$ cat src/rtl/vga_scan_driver.sv
// VGA raster timing generator: issues pixel coordinates, captures the colour
// returned for them and drives sync/RGB pins aligned with that captured colour.
module vga_scan_driver #(
    parameter int H_ACTIVE   = 640,
    parameter int H_FP       = 16,
    parameter int H_SYNC     = 96,
    parameter int H_BP       = 48,
    parameter int V_ACTIVE   = 480,
    parameter int V_FP       = 10,
    parameter int V_SYNC     = 2,
    parameter int V_BP       = 33,
    parameter int SYNC_POL   = 0,
    parameter int CLK_DIV    = 2,
    parameter int PIPE_TICKS = 1
) (
    input  logic        clk,
    input  logic        resetN,
    input  logic [7:0]  RGB_in,
    output logic [10:0] pixelX,
    output logic [10:0] pixelY,
    output logic        startOfFrame,
    output logic        pixelTick,
    output logic        activeVideo,
    output logic        vga_hs,
    output logic        vga_vs,
    output logic [3:0]  vga_r,
    output logic [3:0]  vga_g,
    output logic [3:0]  vga_b
);

    localparam int H_TOTAL = H_ACTIVE + H_FP + H_SYNC + H_BP;
    localparam int V_TOTAL = V_ACTIVE + V_FP + V_SYNC + V_BP;
    localparam int DIV_W   = $clog2(CLK_DIV);
    localparam logic SYNC_ON = (SYNC_POL != 0);

    logic [DIV_W-1:0] div_q, div_d;
    logic [10:0]      hcount_q, hcount_d;
    logic [10:0]      vcount_q, vcount_d;
    logic             sof_q, sof_d;
    logic             tick, h_wrap, v_wrap;
    logic             active_raw, hs_raw, vs_raw;

    logic [PIPE_TICKS-1:0] act_dly_q, act_dly_d;
    logic [PIPE_TICKS-1:0] hs_dly_q, hs_dly_d;
    logic [PIPE_TICKS-1:0] vs_dly_q, vs_dly_d;
    logic [7:0]            rgb_dly_q [PIPE_TICKS];
    logic [7:0]            rgb_dly_d [PIPE_TICKS];
    logic [7:0]            rgb_out;

    assign tick   = (div_q == DIV_W'(CLK_DIV - 1));
    assign h_wrap = (hcount_q == 11'(H_TOTAL - 1));
    assign v_wrap = (vcount_q == 11'(V_TOTAL - 1));

    assign active_raw = (hcount_q < 11'(H_ACTIVE)) && (vcount_q < 11'(V_ACTIVE));
    assign hs_raw     = (hcount_q >= 11'(H_ACTIVE + H_FP)) &&
                        (hcount_q <  11'(H_ACTIVE + H_FP + H_SYNC));
    assign vs_raw     = (vcount_q >= 11'(V_ACTIVE + V_FP)) &&
                        (vcount_q <  11'(V_ACTIVE + V_FP + V_SYNC));

    always_comb begin
        div_d    = tick ? '0 : div_q + DIV_W'(1);
        hcount_d = hcount_q;
        vcount_d = vcount_q;
        // h-wrap and v-wrap resolve on the same tick at the end of a frame
        if (tick) begin
            if (h_wrap) begin
                hcount_d = '0;
                vcount_d = v_wrap ? '0 : vcount_q + 11'd1;
            end else begin
                hcount_d = hcount_q + 11'd1;
            end
        end
        sof_d = tick && h_wrap && v_wrap;
    end

    always_comb begin
        act_dly_d = act_dly_q;
        hs_dly_d  = hs_dly_q;
        vs_dly_d  = vs_dly_q;
        rgb_dly_d = rgb_dly_q;
        // RGB_in sampled on the tick edge belongs to the pixel being retired
        if (tick) begin
            act_dly_d[0] = active_raw;
            hs_dly_d[0]  = hs_raw;
            vs_dly_d[0]  = vs_raw;
            rgb_dly_d[0] = RGB_in;
            for (int i = 1; i < PIPE_TICKS; i++) begin
                act_dly_d[i] = act_dly_q[i-1];
                hs_dly_d[i]  = hs_dly_q[i-1];
                vs_dly_d[i]  = vs_dly_q[i-1];
                rgb_dly_d[i] = rgb_dly_q[i-1];
            end
        end
    end

    always_ff @(posedge clk) begin
        if (!resetN) begin
            div_q     <= '0;
            hcount_q  <= '0;
            vcount_q  <= '0;
            sof_q     <= 1'b0;
            act_dly_q <= '0;
            hs_dly_q  <= '0;
            vs_dly_q  <= '0;
        end else begin
            div_q     <= div_d;
            hcount_q  <= hcount_d;
            vcount_q  <= vcount_d;
            sof_q     <= sof_d;
            act_dly_q <= act_dly_d;
            hs_dly_q  <= hs_dly_d;
            vs_dly_q  <= vs_dly_d;
        end
    end

    // Colour data is hard-blanked by the delayed active flag, so it needs no reset
    always_ff @(posedge clk) begin
        rgb_dly_q <= rgb_dly_d;
    end

    assign rgb_out      = rgb_dly_q[PIPE_TICKS-1];
    assign pixelX       = hcount_q;
    assign pixelY       = vcount_q;
    assign startOfFrame = sof_q;
    assign pixelTick    = tick;
    assign activeVideo  = act_dly_q[PIPE_TICKS-1];
    assign vga_hs       = hs_dly_q[PIPE_TICKS-1] ? SYNC_ON : ~SYNC_ON;
    assign vga_vs       = vs_dly_q[PIPE_TICKS-1] ? SYNC_ON : ~SYNC_ON;
    assign vga_r        = activeVideo ? {rgb_out[7:5], rgb_out[7]} : 4'd0;
    assign vga_g        = activeVideo ? {rgb_out[4:2], rgb_out[4]} : 4'd0;
    assign vga_b        = activeVideo ? {rgb_out[1:0], rgb_out[1:0]} : 4'd0;

endmodule

$ cat config.mk
export PLATFORM = sky130hd
export DESIGN_NAME = vga_scan_driver
export DESIGN_NICKNAME = d
export VERILOG_FILES = /design/src/rtl/vga_scan_driver.sv
export SDC_FILE = /design/constraint.sdc
export NUM_CORES = 1
export LEC_CHECK = 0
export BUFFER_PORTS_ARGS = -buffer_cell sky130_fd_sc_hd__buf_2
export CAP_MARGIN = 15
export CORE_ASPECT_RATIO = 1.4
export CORE_MARGIN = 5
export CORE_UTILIZATION = 50
export CTS_CLUSTER_DIAMETER = 50
export DETAILED_ROUTE_END_ITERATION = 16
export GPL_TIMING_DRIVEN = 1
export HOLD_SLACK_MARGIN = 0.08
export PLACE_DENSITY = 0.85
export SLEW_MARGIN = 20
export SYNTH_ARGS = -nofsm -noshare
export SYNTH_HDL_FRONTEND = slang
export SYNTH_SLANG_ARGS = --single-unit
$ cat constraint.sdc
create_clock -name clk -period 2.5 [get_ports clk]
set_input_delay 0.375 -clock clk [delete_from_list [all_inputs] [get_ports clk]]
set_output_delay 0.375 -clock clk [all_outputs]
set_load 0.01 [all_outputs]
==> results.json <==
{
  "drt_pass1_iterations": 4,
  "synthFlopType": "dfxtp_1",
  "path_delay_family": "simple AND/OR/NAND/NOR gates",
  "cts_setup_buffers": 0,
  "area_delta_synth_final_pct": 18.7,
  "drv_cap": 0,
  "syn_inst": 180,
  "cp_slowest_cell": "dfxtp_1",
  "min_period_ns": 2.00,
  "place_congestion": 0.892,
  "hold_violations": 0,
  "endpoint_kind": "register",
  "min_period_over_period": 0.799,
  "port_buffers": 48,
  "nets": 239,
  "routed_via_density": 5.66,
  "whs_ns": 0.259,
  "min_from": "RGB_in[4]",
  "final_cell_mix": "buf_2, dfxtp_1, nand2_1, nand3_1, nor2_1",
  "ys_types": 36,
  "cts_made_buffers": 5,
  "vias": 1505,
  "ios": 49,
  "synth.yosys.warnings": 0,
  "synth_edf_count": 8,
  "syn-num-nets": 193,
  "fin_util": 0.623,
  "dr.first_iter.drc_count": 62,
  "crit_start": "pixelX[0]$_SDFFE_PN0P_",
  "slew_headroom": 0.652,
  "grt_pass1_vias": 1387,
  "route.detailed.drc": 0,
  "die-area_sq_um": 4610,
  "rr_startpoint": "pixelX[0]$_SDFFE_PN0P_",
  "grt_pass1_wl_um": 6480,
  "postCtsResizedCells": 0,
  "arrival_ns": 2.19,
  "max_slew.worst_pin.slew_ns": 0.520,
  "crit_fanout": 10,
  "p_leak_nw": 0.825,
  "clk_path_buf_depth": 2,
  "worstSetupStartpointType": "register",
  "rsz0062_at_grt": "no",
  "synth_seq_cells": 35,
  "hp-class": "in2reg",
  "status": "finished, final reports clean",
  "ir_worst_vdd_uv": 394,
  "antenna_found_initial": 0,
  "rows": 24,
  "cts_tree": "done",
  "synth.avg_cell_area_sq_um": 9.28,
  "cts_sinks": 35,
  "cts_hold_buf": 0,
  "synth_area_sq_um": 1670,
  "final_antenna_net_count": 0,
  "setup_violations": 0,
  "cts_root_buffer": "clkbuf_8",
  "cp_data_required_time_ns": 2.69,
  "power_mw": 1.05,
  "cp_num_buf_inv": 0,
  "dieWidth_um": 58.9,
  "fin_setup_tns_ns": 0,
  "final_common_cell": "buf_2",
  "grt_overflow": 0,
  "num_antenna_cells": 0,
  "wl_per_cell_um": 14.3,
  "htree_levels": 2,
  "fmax_mhz": 501,
  "drt_wl_total_um": 3810,
  "cp_slowest_stage_delay_ns": 0.45,
  "fin_worst_skew_ns": 0.00795,
  "worstPathCellList": "ha_1, and4b_2, and4_1, nand2_1, o31ai_1",
  "insertion_delay_ns": 0.29,
  "grt_usage": 0.179,
  "drv_slew": 0,
  "dp_hpwl_um": 2800,
  "power.density_nw_per_um2": 528,
  "crit_type": "reg2reg",
  "start_util": 0.525,
  "drive_gt1_frac": 0.251,
  "synth-seq-area-share": 0.467,
  "clk_pin_slew_worst_paths_ns": 0.07,
  "grt_max_degree": 19,
  "design.core.area_sq_um": 3180,
  "die_y_um": 78.4,
  "async_reset_ff_frac": 0
}
-- metal layers --
layer  share of wire  wire length [um]  GRT usage
met5               0                 0          0
met4           0.015                56     0.0794
met3           0.087               333     0.0608
met2            0.50              1920      0.290
met1            0.39              1500      0.212
-- metrics by stage --
stage | setup slack [ns] | cells | area (sq um)
after global routing | 0.295 | 266 | 1980
after global placement | 0.653 | 258 | 1900
final | 0.502 | 266 | 1980
after CTS | 0.503 | 266 | 1980
after floorplan | 0.658 | 180 | 1670
after detailed placement | 0.508 | 258 | 1900
-- final timing paths --
path | end | slack (ns) | cells after the start
worst max register to register | pixelY[5]$_SDFFE_PN0P_ | 0.50 | 5
worst min register to register | vs_dly_q$_SDFFE_PN0P_ | 0.48 | 2
worst max-delay path | pixelY[5]$_SDFFE_PN0P_ | 0.50 | 5
worst min-delay path | rgb_dly_q[4]$_DFFE_PP_ | 0.26 | 1
-- Yosys cell counts, types with 2 or more instances --
library cell	n	area share
inv_1	8	0.018
nand4_1	7	0.026
a21oi_1	4	0.012
and3_1	5	0.019
buf_4	5	0.022
nor4_1	2	0.0075
a31oi_1	9	0.034
edfxtp_1	8	0.14
and2_1	10	0.037
o31ai_1	2	0.0090
ha_1	3	0.022
xor2_1	9	0.047
nor3_1	4	0.012
nor2_1	13	0.029
o21ai_0	4	0.012
nand2_1	15	0.034
xnor2_1	2	0.010
and4_1	4	0.021
nand3_1	15	0.045
o211ai_1	4	0.018
nand2b_1	2	0.0075
dfxtp_1	27	0.32
o21ai_1	3	0.0090
clkbuf_1	3	0.0067
-- sequential cells by signal, indices dropped and copies added (netlist names) --
signal / flops
activeVideo: 1
vs_dly_q: 1
pixelY: 11
startOfFrame: 1
pixelX: 11
rgb_dly_q: 8
hs_dly_q: 1
pixelTick: 1
-- report_power, final --
part	switching, mW	internal (mW)
Clock	0.192	0.190
Sequential	0.00931	0.592
Combinational	0.0373	0.0268
-- worst reg2reg max path: cells and delay by family, from the launching register on --
| family | cells | cell delay (ns) |
|---|---|---|
| and+or+nand+nor | 3 | 0.90 |
| adders and majority gates | 1 | 0.31 |
| DFF | 1 | 0.45 |
| AOI/OAI and AO/OA | 1 | 0.25 |
-- cells by family (layout without fill, tap and decap cells) --
group,count (synthesis),after routing,share of synthesized area
compound gates,27,27,0.0996
simple gates,86,86,0.296
buf+inv,18,65,0.0569
fa+ha+maj,3,3,0.0225
xor+xnor,11,11,0.0577
flops,35,35,0.467
-- final cells by class --
cell class / count / area [sq um]
inverter: 8 / 30.0
timing repair buffer: 49 / 248
tap: 39 / 48.8
clock buffer: 6 / 72.6
clock inverter: 2 / 7.51
fill: 315 / 1200
multi-input combinational: 127 / 795
sequential: 35 / 781
No activity file was read; power rests on OpenSTA's default activity.
